## src/rtl/fetch_pkg.sv

```systemverilog
// fetch_pkg: shared constants, types and helpers for the instruction-fetch
// front end.
//   FETCH_ADDR_W / FETCH_INSTR_W : default PC and halfword widths
//   FETCH_IMM_CLASS              : top-3-bit opcode class of two-halfword instructions
//   fetch_entry_t                : queue entry layout {instr, pc}
//   is_imm_instr()               : true when a halfword starts a two-halfword instruction
package fetch_pkg;

  localparam int FETCH_ADDR_W  = 32;
  localparam int FETCH_INSTR_W = 16;

  localparam logic [2:0] FETCH_IMM_CLASS = 3'b001;

  // Queue entry: the halfword and the PC it was fetched from.
  typedef struct packed {
    logic [FETCH_INSTR_W-1:0] instr;
    logic [FETCH_ADDR_W-1:0]  pc;
  } fetch_entry_t;

  // Opcode class lives in the three most significant bits of the halfword.
  function automatic logic is_imm_instr(input logic [FETCH_INSTR_W-1:0] hw,
                                        input logic [2:0] imm_class = FETCH_IMM_CLASS);
    return (hw[FETCH_INSTR_W-1 -: 3] == imm_class);
  endfunction

endpackage

```

## src/rtl/fetch_fifo.sv

```systemverilog
// fetch_fifo: DEPTH-entry show-ahead FIFO for the prefetch queue.
//   clk, rst      : clock, asynchronous active-low reset
//   flush         : synchronous empty (contents kept, pointers cleared)
//   push, wdata   : write 0/1 entry per cycle
//   pop_cnt       : remove 0, 1 or 2 entries from the head per cycle
//   head, head_nx : entry at the head and the entry behind it (registered)
//   count         : number of valid entries
module fetch_fifo #(
  parameter int W     = 48,
  parameter int DEPTH = 4
) (
  input  logic                       clk,
  input  logic                       rst,
  input  logic                       flush,
  input  logic                       push,
  input  logic [W-1:0]               wdata,
  input  logic [1:0]                 pop_cnt,
  output logic [W-1:0]               head,
  output logic [W-1:0]               head_nx,
  output logic [$clog2(DEPTH):0]     count
);

  localparam int PW = $clog2(DEPTH);
  localparam int CW = PW + 1;

  logic [W-1:0]  mem_r [DEPTH];
  logic [PW-1:0] rd_r;
  logic [PW-1:0] wr_r;
  logic [CW-1:0] count_r;
  logic [PW-1:0] rd_p1_s;

  assign rd_p1_s = rd_r + PW'(1);
  assign head    = mem_r[rd_r];
  assign head_nx = mem_r[rd_p1_s];
  assign count   = count_r;

  // Pointer, occupancy and storage update.
  always_ff @(posedge clk or negedge rst) begin
    if (!rst) begin
      rd_r    <= {PW{1'b0}};
      wr_r    <= {PW{1'b0}};
      count_r <= {CW{1'b0}};
      for (int i = 0; i < DEPTH; i++) begin
        mem_r[i] <= {W{1'b0}};
      end
    end else if (flush) begin
      rd_r    <= {PW{1'b0}};
      wr_r    <= {PW{1'b0}};
      count_r <= {CW{1'b0}};
    end else begin
      if (push) begin
        mem_r[wr_r] <= wdata;
        wr_r        <= wr_r + PW'(1);
      end
      rd_r    <= rd_r + PW'(pop_cnt);
      count_r <= count_r + CW'(push) - CW'(pop_cnt);
    end
  end

endmodule

```

## src/rtl/fetch_prefetch_queue.sv

```systemverilog
// fetch_prefetch_queue: instruction-fetch front end with a DEPTH-entry
// prefetch queue, immediate-halfword fusion, redirect and interrupt flush.
//   clk, rst                      : clock, asynchronous active-low reset
//   imem_req/addr/gnt             : fetch request channel (halfword addresses)
//   imem_rvalid/rdata             : in-order response channel, latency >= 1
//   redirect_valid/pc             : taken jump/branch, flushes the queue
//   irq_req / irq_ack / irq_epc   : interrupt request, entry pulse, return PC
//   out_valid/ready, out_*        : one instruction per cycle towards decode
// Build option: define FETCH_IRQ_EN to include the interrupt-entry logic;
// without it irq_req is ignored and irq_ack/irq_epc are tied to zero.
module fetch_prefetch_queue
  import fetch_pkg::*;
#(
  parameter int                ADDR_W     = FETCH_ADDR_W,
  parameter int                INSTR_W    = FETCH_INSTR_W,
  parameter int                DEPTH      = 4,
  parameter logic [ADDR_W-1:0] RESET_PC   = {ADDR_W{1'b0}},
  parameter logic [ADDR_W-1:0] IRQ_VECTOR = {ADDR_W{1'b0}},
  parameter logic [2:0]        IMM_CLASS  = FETCH_IMM_CLASS
) (
  input  logic               clk,
  input  logic               rst,
  output logic               imem_req,
  output logic [ADDR_W-1:0]  imem_addr,
  input  logic               imem_gnt,
  input  logic               imem_rvalid,
  input  logic [INSTR_W-1:0] imem_rdata,
  input  logic               redirect_valid,
  input  logic [ADDR_W-1:0]  redirect_pc,
  input  logic               irq_req,
  output logic               irq_ack,
  output logic [ADDR_W-1:0]  irq_epc,
  output logic               out_valid,
  input  logic               out_ready,
  output logic [INSTR_W-1:0] out_instr,
  output logic [INSTR_W-1:0] out_imm,
  output logic               out_has_imm,
  output logic [ADDR_W-1:0]  out_pc,
  output logic [ADDR_W-1:0]  out_next_pc
);

  localparam int CW = $clog2(DEPTH) + 1;
  localparam int EW = INSTR_W + ADDR_W;
  localparam logic [CW:0] DEPTH_V = (CW + 1)'(DEPTH);

  logic [ADDR_W-1:0]  fetch_pc_r, fetch_pc_nxt_s;
  logic [ADDR_W-1:0]  push_pc_r, push_pc_nxt_s;
  logic [CW-1:0]      outstanding_r, outstanding_nxt_s;
  logic [CW-1:0]      discard_r, discard_nxt_s;
  logic               run_r;

  logic               flush_s;
  logic               irq_entry_s;
  logic [ADDR_W-1:0]  flush_target_s;
  logic               gnt_s;
  logic               push_s;
  logic               issue_s;
  logic [1:0]         pop_cnt_s;
  logic [CW:0]        inflight_s;

  logic [CW-1:0]      count_s;
  logic [EW-1:0]      head_s, head_nx_s;
  logic [INSTR_W-1:0] head_instr_s, nx_instr_s;
  logic [ADDR_W-1:0]  head_pc_s;
  logic [FETCH_INSTR_W-1:0] head_cls_s;
  logic               head_imm_s, head_ok_s;
  logic               unused_nx_pc_s;

  // Queue entries are packed {instr, pc}, the same layout as fetch_entry_t.
  fetch_fifo #(.W(EW), .DEPTH(DEPTH)) u_fifo (
    .clk     (clk),
    .rst     (rst),
    .flush   (flush_s),
    .push    (push_s),
    .wdata   ({imem_rdata, push_pc_r}),
    .pop_cnt (pop_cnt_s),
    .head    (head_s),
    .head_nx (head_nx_s),
    .count   (count_s)
  );

  assign head_instr_s   = head_s[EW-1 -: INSTR_W];
  assign head_pc_s      = head_s[ADDR_W-1:0];
  assign nx_instr_s     = head_nx_s[EW-1 -: INSTR_W];
  assign unused_nx_pc_s = ^head_nx_s[ADDR_W-1:0];

  // Only the class field matters, so align it into a package-width halfword.
  assign head_cls_s = {head_instr_s[INSTR_W-1 -: 3], {(FETCH_INSTR_W-3){1'b0}}};
  assign head_imm_s = is_imm_instr(head_cls_s, IMM_CLASS);

  // An immediate-carrying head waits until its immediate halfword is queued too.
  assign head_ok_s = (count_s >= CW'(2)) || ((count_s == CW'(1)) && !head_imm_s);

`ifdef FETCH_IRQ_EN
  logic irq_pending_r;

  // Interrupt request latch; a redirect in the same cycle defers entry.
  always_ff @(posedge clk or negedge rst) begin
    if (!rst) begin
      irq_pending_r <= 1'b0;
    end else begin
      irq_pending_r <= (irq_pending_r && !irq_entry_s) || irq_req;
    end
  end

  assign irq_entry_s = irq_pending_r && !redirect_valid;
  assign irq_ack     = irq_entry_s;
  // Return to the oldest queued instruction, or to the fetch PC when empty.
  assign irq_epc     = !irq_entry_s ? {ADDR_W{1'b0}} :
                       (count_s != {CW{1'b0}}) ? head_pc_s : fetch_pc_r;
`else
  logic unused_irq_s;
  assign unused_irq_s = irq_req ^ (^IRQ_VECTOR);
  assign irq_entry_s  = 1'b0;
  assign irq_ack      = 1'b0;
  assign irq_epc      = {ADDR_W{1'b0}};
`endif

  assign flush_s        = redirect_valid || irq_entry_s;
  assign flush_target_s = redirect_valid ? redirect_pc : IRQ_VECTOR;

  // Request throttling counts in-flight and queued halfwords against DEPTH.
  assign inflight_s = {1'b0, outstanding_r} + {1'b0, count_s};
  assign imem_req   = run_r && (inflight_s < DEPTH_V) && !flush_s;
  assign imem_addr  = fetch_pc_r;
  assign gnt_s      = imem_req && imem_gnt;
  assign push_s     = imem_rvalid && (discard_r == {CW{1'b0}}) && !flush_s;

  assign out_valid   = head_ok_s && !flush_s;
  assign issue_s     = out_valid && out_ready;
  assign pop_cnt_s   = !issue_s ? 2'd0 : (head_imm_s ? 2'd2 : 2'd1);

  // Outputs read zero whenever no instruction is offered, so a flushed head never leaks.
  assign out_has_imm = out_valid && head_imm_s;
  assign out_instr   = out_valid   ? head_instr_s : {INSTR_W{1'b0}};
  assign out_imm     = out_has_imm ? nx_instr_s   : {INSTR_W{1'b0}};
  assign out_pc      = out_valid   ? head_pc_s    : {ADDR_W{1'b0}};
  assign out_next_pc = out_pc + ADDR_W'(1) + ADDR_W'(out_has_imm);

  // Next-state for fetch PC, push PC and the response bookkeeping counters.
  always_comb begin
    fetch_pc_nxt_s    = fetch_pc_r;
    push_pc_nxt_s     = push_pc_r;
    outstanding_nxt_s = outstanding_r;
    discard_nxt_s     = discard_r;
    if (flush_s) begin
      // Every response still in flight after this cycle belongs to the old stream.
      fetch_pc_nxt_s    = flush_target_s;
      push_pc_nxt_s     = flush_target_s;
      outstanding_nxt_s = outstanding_r - CW'(imem_rvalid);
      discard_nxt_s     = outstanding_r - CW'(imem_rvalid);
    end else begin
      if (gnt_s) begin
        fetch_pc_nxt_s = fetch_pc_r + ADDR_W'(1);
      end else begin
        fetch_pc_nxt_s = fetch_pc_r;
      end
      if (push_s) begin
        push_pc_nxt_s = push_pc_r + ADDR_W'(1);
      end else begin
        push_pc_nxt_s = push_pc_r;
      end
      outstanding_nxt_s = outstanding_r + CW'(gnt_s) - CW'(imem_rvalid);
      if (imem_rvalid && (discard_r != {CW{1'b0}})) begin
        discard_nxt_s = discard_r - CW'(1);
      end else begin
        discard_nxt_s = discard_r;
      end
    end
  end

  // Fetch state registers; run_r keeps imem_req low while in reset.
  always_ff @(posedge clk or negedge rst) begin
    if (!rst) begin
      fetch_pc_r    <= RESET_PC;
      push_pc_r     <= RESET_PC;
      outstanding_r <= {CW{1'b0}};
      discard_r     <= {CW{1'b0}};
      run_r         <= 1'b0;
    end else begin
      fetch_pc_r    <= fetch_pc_nxt_s;
      push_pc_r     <= push_pc_nxt_s;
      outstanding_r <= outstanding_nxt_s;
      discard_r     <= discard_nxt_s;
      run_r         <= 1'b1;
    end
  end

endmodule

```

## config.mk

```make
export PLATFORM = sky130hd
export DESIGN_NAME = fetch_prefetch_queue
export DESIGN_NICKNAME = d
export VERILOG_FILES = /design/src/rtl/fetch_pkg.sv /design/src/rtl/fetch_fifo.sv /design/src/rtl/fetch_prefetch_queue.sv
export SDC_FILE = /design/constraint.sdc
export NUM_CORES = 1
export LEC_CHECK = 0
export BUFFER_PORTS_ARGS = -buffer_cell sky130_fd_sc_hd__buf_2
export CORE_MARGIN = 4
export CORE_UTILIZATION = 30
export DETAILED_ROUTE_END_ITERATION = 8
export SYNTH_ARGS = -nofsm -noshare
export SYNTH_HDL_FRONTEND = slang
export SYNTH_SLANG_ARGS = --single-unit
```

## constraint.sdc

```tcl
create_clock -name clk -period 10.75 [get_ports clk]
set_input_delay 1.6125 -clock clk [delete_from_list [all_inputs] [get_ports clk]]
set_output_delay 1.6125 -clock clk [all_outputs]
set_load 0.02 [all_outputs]
```

==> impl_metrics.toml, run 1 <==
[yosys]
ys_dominant_reg_cell = "dfrtp_1"
synth_edf_count = 0
netlist_instances = 1251
synth-seq-cells = 270
netlist_area_um2 = 14700
postSynthAreaPerCell_um2 = 11.8
yosysSeqAreaShare_pct = 45.9
synthArstFlopShare_pct = 100
synthTopCellsByArea = "dfrtp_1 (46%), mux2_2 (14%), mux4_2 (7.2%)"
ys_warn_count = 0
synth_cell_type_count = 62
synth_top_area_share_pct = 45.9
synth_top_area_cell = "dfrtp_1"

[timing]
post-route-period-util_pct = 67.4
max-slew-margin-rel_pct = 30.1
tightest_slew_ps = 1050
fin_crit_ps = 7250
hold_violations = 0
tns_ps = 0
setup_viol = 0
rsz0062_at_grt = "false"
skew_ps = 11.7
slew_violations = 0
fmax_ghz = 0.138

[global_route]
grt_pass1_wl_mm = 64.3
overflow = 0
antenna_found_initial = 4
grt_util_all_layers_pct = 15.2
grt_max_degree = 170
grt_pass1_vias = 10700

[critical_path]
end_kind = "output pin"
r2r-end = "u_fifo.count[2]"
critPathBufInv = 4
cp_max_fo = 43
arrival_ps = 5630
reg2reg_slack_ps = 6180
cpMaxStageDelayCell = "dfrtp_4"
criticalPathCategory = "reg2out"
critPathMaxStageDelay_ps = 970
crit_top_cell = "ha_1"
crit_start = "u_fifo.rd_r[0]"
cp_top_family = "simple AND/OR/NAND/NOR gates"
path_cells = "buf_4 -> mux4_1 -> or4b_1 -> nand2_4 -> inv_2 -> nand2b_1 -> ha_1 -> inv_1 -> ha_1 -> and4_1 -> and2b_1 -> nand4bb_1 -> mux2_2 -> buf_2"
rr_worst_depth = 13
cp_data_required_time_ps = 9140
start_kind = "register"
worstReg2RegStart = "u_fifo.rd_r[0]"

[cts]
post_cts_resize_count = 0
numClockSinks = 270
path_clk_slew_ps = 60
tritoncts = "done"
cts-htree-levels = 1
cts_buffers = 28
cts.path.max_buffers = 3
ctsRootBufferMaster = "clkbuf_16"
clk_latency_ps = 550
cts_setup_buffers = 0
hold_buffers = 0

[cells_and_area]
n_fill_cell = 4770
syn_to_final_growth_pct = 15.9
drive_gt1_share_pct = 34.9
final_cell_mix = "dfrtp_1 (268), mux2_2 (187), buf_2 (183), nand2_1 (79), o21ai_0 (73)"
final_common_cell = "dfrtp_1"
final_nets = 1463

[route]
drt-vias-per-instance = 5.20
ant_nets = 0
wl_per_cell_um = 20.0
wirelength_mm = 41.4
highest_layer = "met5"
dr.pass1.iters = 7
wl_met3_mm = 3.06
drtIter0Drc = 712
routed-wl-met2_mm = 17.9
vias = 10700
wl_met1_mm = 19.7
drc = 0

[pwr]
ir_drop_mv = 0.110
p_total_mw = 3.55
power_density_nw_per_um2 = 208
leakagePower_nw = 8.01

[floorplan]
core_um2 = 48100
initial_core_util_pct = 30.6
die_area_um2 = 52700
io_pins = 219
placement_rows = 80
die_w_um = 230
die_h_um = 230

[worst_hold_path]
hp-start = "u_fifo.mem_r[70]"
min_to = "u_fifo.mem_r[70]"
hp-class = "reg2reg"
holdPathStages = 2

[placement]
port_buffers = 184
place_congestion = 0.808
dp_hpwl_mm = 28.4

[job]
maxCapViolations = 0

[status]
status = "finished, final reports clean"
==> worst max path at each step <==
stage / slack, ps / cells after the start / to
floorplan: 4940 / 12 / out_next_pc[16]
global placement: 4140 / 14 / out_next_pc[22]
detailed placement: 4060 / 14 / out_next_pc[22]
CTS: 3460 / 14 / out_next_pc[22]
global route: 3110 / 12 / out_next_pc[16]
finish: 3500 / 14 / out_next_pc[22]
==> metal layers <==
| layer | vias up | track usage [%] |
|---|---|---|
| li1 | 4819 | - |
| met1 | 5454 | 23.0 |
| met2 | 414 | 23.0 |
| met3 | 49 | 3.21 |
| met4 | 6 | 2.28 |
| met5 | - | 0 |
==> flip-flops by register name, indices dropped and copies added, names as in the netlist <==
| signal | count |
|---|---|
| discard_r | 3 |
| imem_addr | 32 |
| outstanding_r | 3 |
| push_pc_r | 32 |
| run_r | 1 |
| u_fifo.count | 3 |
| u_fifo.mem_r | 192 |
| u_fifo.rd_r | 2 |
| u_fifo.wr_r | 2 |
==> cell families (layout without fill, tap and decap cells) <==
kind of cell	after synthesis	after routing	share of synthesized area [%]
muxes	253	253	24.5
buffers and inverters	145	272	5.06
and+or+nand+nor	360	360	13.4
DFF	270	270	45.9
xor gates and xnor gates	62	62	3.69
adders and majority gates	20	20	1.80
AOI/OAI and AO/OA	139	139	5.64
other	2	35	0.0510
==> worst min-delay path, cell delays in order, from the launching register on <==
cell and delay (ps):
dfrtp_1 340, nand2_1 50, o21ai_0 60
==> power breakdown <==
group,internal (mW),switching (mW)
Clock,0.615,0.419
Combinational,0.490,0.606
Sequential,1.23,0.189
Total,2.34,1.21
==> cell usage after synthesis, types with 28 or more instances <==
| master | number |
|---|---|
| xnor2_1 | 46 |
| and3_1 | 61 |
| buf_4 | 33 |
| nand2_1 | 83 |
| mux4_2 | 47 |
| o21ai_0 | 73 |
| and2_1 | 28 |
| nand3_1 | 41 |
| mux2_2 | 187 |
| dfrtp_1 | 270 |
| clkbuf_1 | 51 |
| nor2_1 | 44 |
==> area by class of cell <==
class / count / area (um2) / share of cell area, %
multi-input combinational: 868 / 7380 / 43.2
sequential: 270 / 6760 / 39.6
timing repair buffer: 194 / 1020 / 5.97
clock buffer: 41 / 841 / 4.93
tap: 656 / 821 / 4.81
clock inverter: 11 / 146 / 0.858
inverter: 26 / 97.6 / 0.572
antenna: 1 / 2.50 / 0.0147
==> stage by stage <==
step | setup WS (ps) | hold slack (ps) | instance area [um2] | util, % | instances
after floorplan | 4940 | 442 | 14800 | - | 1283
after global placement | 4140 | 453 | 16100 | 33.4 | 2014
after detailed placement | 4060 | 470 | 16100 | 33.4 | 2014
after CTS | 3460 | 484 | 17100 | 35.4 | 2066
after global routing | 3110 | 496 | 17100 | 35.4 | 2067
final | 3500 | 483 | 17100 | 35.4 | 2067
(Power assumes the default switching activity.)
==> run 2: changes to the inputs <==
==> constraint.sdc (replaced) <==
create_clock -name clk -period 6.7 [get_ports clk]
set_input_delay 1.005 -clock clk [delete_from_list [all_inputs] [get_ports clk]]
set_output_delay 1.005 -clock clk [all_outputs]
set_load 0.02 [all_outputs]
==> impl_metrics.toml, run 2 (synthesis results as in run 1) <==
[placement]
port_buffers = 184
dpl_worst_slack_ps = 1460
place_congestion = 0.796
dp_hpwl_mm = 28.5

[cells_and_area]
final_nets = 1467
drive_gt1_share_pct = 35.1
final_cell_mix = "dfrtp_1 (268), mux2_2 (187), buf_2 (183), nand2_1 (79), o21ai_0 (73)"
n_fill_cell = 4742
largest_reg_flops = 192
seqCellArea_um2 = 6760
multi_input_area_um2 = 7380
final_common_cell = "dfrtp_1"
num_antenna_cells = 0
top_register = "u_fifo.mem_r"
syn_to_final_growth_pct = 16.0

[timing]
rsz0062_at_grt = "false"
fin_crit_ps = 5850
max-slew-margin-rel_pct = 33.8
post-route-period-util_pct = 87.4
slew_violations = 0
tns_ps = 0
tightest_slew_ps = 993
setup_ws_ps = 845
setup_viol = 0
hold_violations = 0
fmax_ghz = 0.171
skew_ps = 18.1

[critical_path]
end_kind = "output pin"
criticalPathCategory = "reg2out"
arrival_ps = 4850
rr_worst_depth = 12
worstReg2RegStart = "u_fifo.rd_r[0]"
start_kind = "register"
cp_max_fo = 24
reg2reg_slack_ps = 2940
cp_data_required_time_ps = 5690
r2r-end = "u_fifo.count[2]"

[route]
wl_met1_mm = 19.6
highest_layer = "met5"
routed-wl-met2_mm = 17.6
vias = 10700
drc = 0
wl_met3_mm = 3.04
drt-vias-per-instance = 5.18
wl_per_cell_um = 19.9
ant_nets = 0
wirelength_mm = 41.3
dr.pass1.iters = 5
drtIter0Drc = 659

[cts]
tritoncts = "done"
hold_buffers = 0
cts_buffers = 28
cts-htree-levels = 1
numClockSinks = 270
clk_latency_ps = 560
cts_setup_buffers = 0
ctsRootBufferMaster = "clkbuf_16"
cts.path.max_buffers = 3
post_cts_resize_count = 0
path_clk_slew_ps = 60

[floorplan]
placement_rows = 80
io_pins = 219
die_area_um2 = 52700
core_um2 = 48100
die_w_um = 230
initial_core_util_pct = 30.6
die_h_um = 230

[job]
maxCapViolations = 0

[worst_hold_path]
hp-start = "u_fifo.mem_r[110]"
hp-class = "reg2reg"
holdPathStages = 2
min_to = "u_fifo.mem_r[110]"

[global_route]
grt_pass1_vias = 10500
grt_pass1_wl_mm = 63.6
overflow = 0
antenna_found_initial = 2
grt_max_degree = 116
grt_util_all_layers_pct = 15.1

[status]
status = "finished, final reports clean"

[pwr]
ir_drop_mv = 0.196
leakagePower_nw = 8.03
power_density_nw_per_um2 = 333
[run 2: report_power, final]
part / internal (mW) / switching (mW) / total (mW)
combinational: 0.787 / 0.986 / 1.77
clock: 0.989 / 0.670 / 1.66
sequential: 1.98 / 0.288 / 2.26
[run 2: how the worst max path moves through the flow]
stage	start	to	slack, ps	cells past startpoint
2_1_floorplan	redirect_valid	out_next_pc[16]	2110	12
3_3_place_gp	u_fifo.rd_r[0]	out_next_pc[16]	1480	13
3_5_place_dp	u_fifo.rd_r[0]	out_next_pc[16]	1460	13
4_1_cts	u_fifo.rd_r[0]	out_next_pc[16]	830	13
5_1_grt	u_fifo.rd_r[0]	out_next_pc[16]	620	13
6_report	u_fifo.rd_r[0]	out_next_pc[16]	850	13
[run 2: routing by layer]
metal,up-vias,global-route usage [%]
met3,65,3.21
met5,-,0
li1,4809,-
met1,5411,22.9
met2,425,22.1
met4,4,3.46
[run 2: cell type report]
class	instances	share of cell area, %
Multi-Input combinational cell	868	43.2
Sequential cell	270	39.6
Timing Repair Buffer	198	6.07
Clock buffer	45	5.25
Tap cell	656	4.81
Inverter	26	0.571
Clock inverter	7	0.535
[run 2: stage by stage]
stage | area, um2 | total power, mW | std cells | hold slack [ps] | utilization (%)
2_1_floorplan | 14800 | 3.49 | 1283 | 442 | -
3_3_place_gp | 16100 | 3.99 | 2018 | 453 | 33.4
3_5_place_dp | 16100 | 4.06 | 2018 | 467 | 33.4
4_1_cts | 17100 | 5.74 | 2070 | 481 | 35.5
5_1_grt | 17100 | 6.00 | 2070 | 509 | 35.5
6_report | 17100 | 5.69 | 2070 | 481 | 35.5
[run 2: critical path, stage by stage (launching register included)]
cell and delay (ps):
dfrtp_4 740, mux4_1 680, or4b_1 280, nand2_4 170, inv_2 120, nand2_1 90
ha_1 230, inv_1 80, ha_1 200, and4_1 280, and2b_1 520, nor4b_1 320
mux2_2 400, buf_2 170
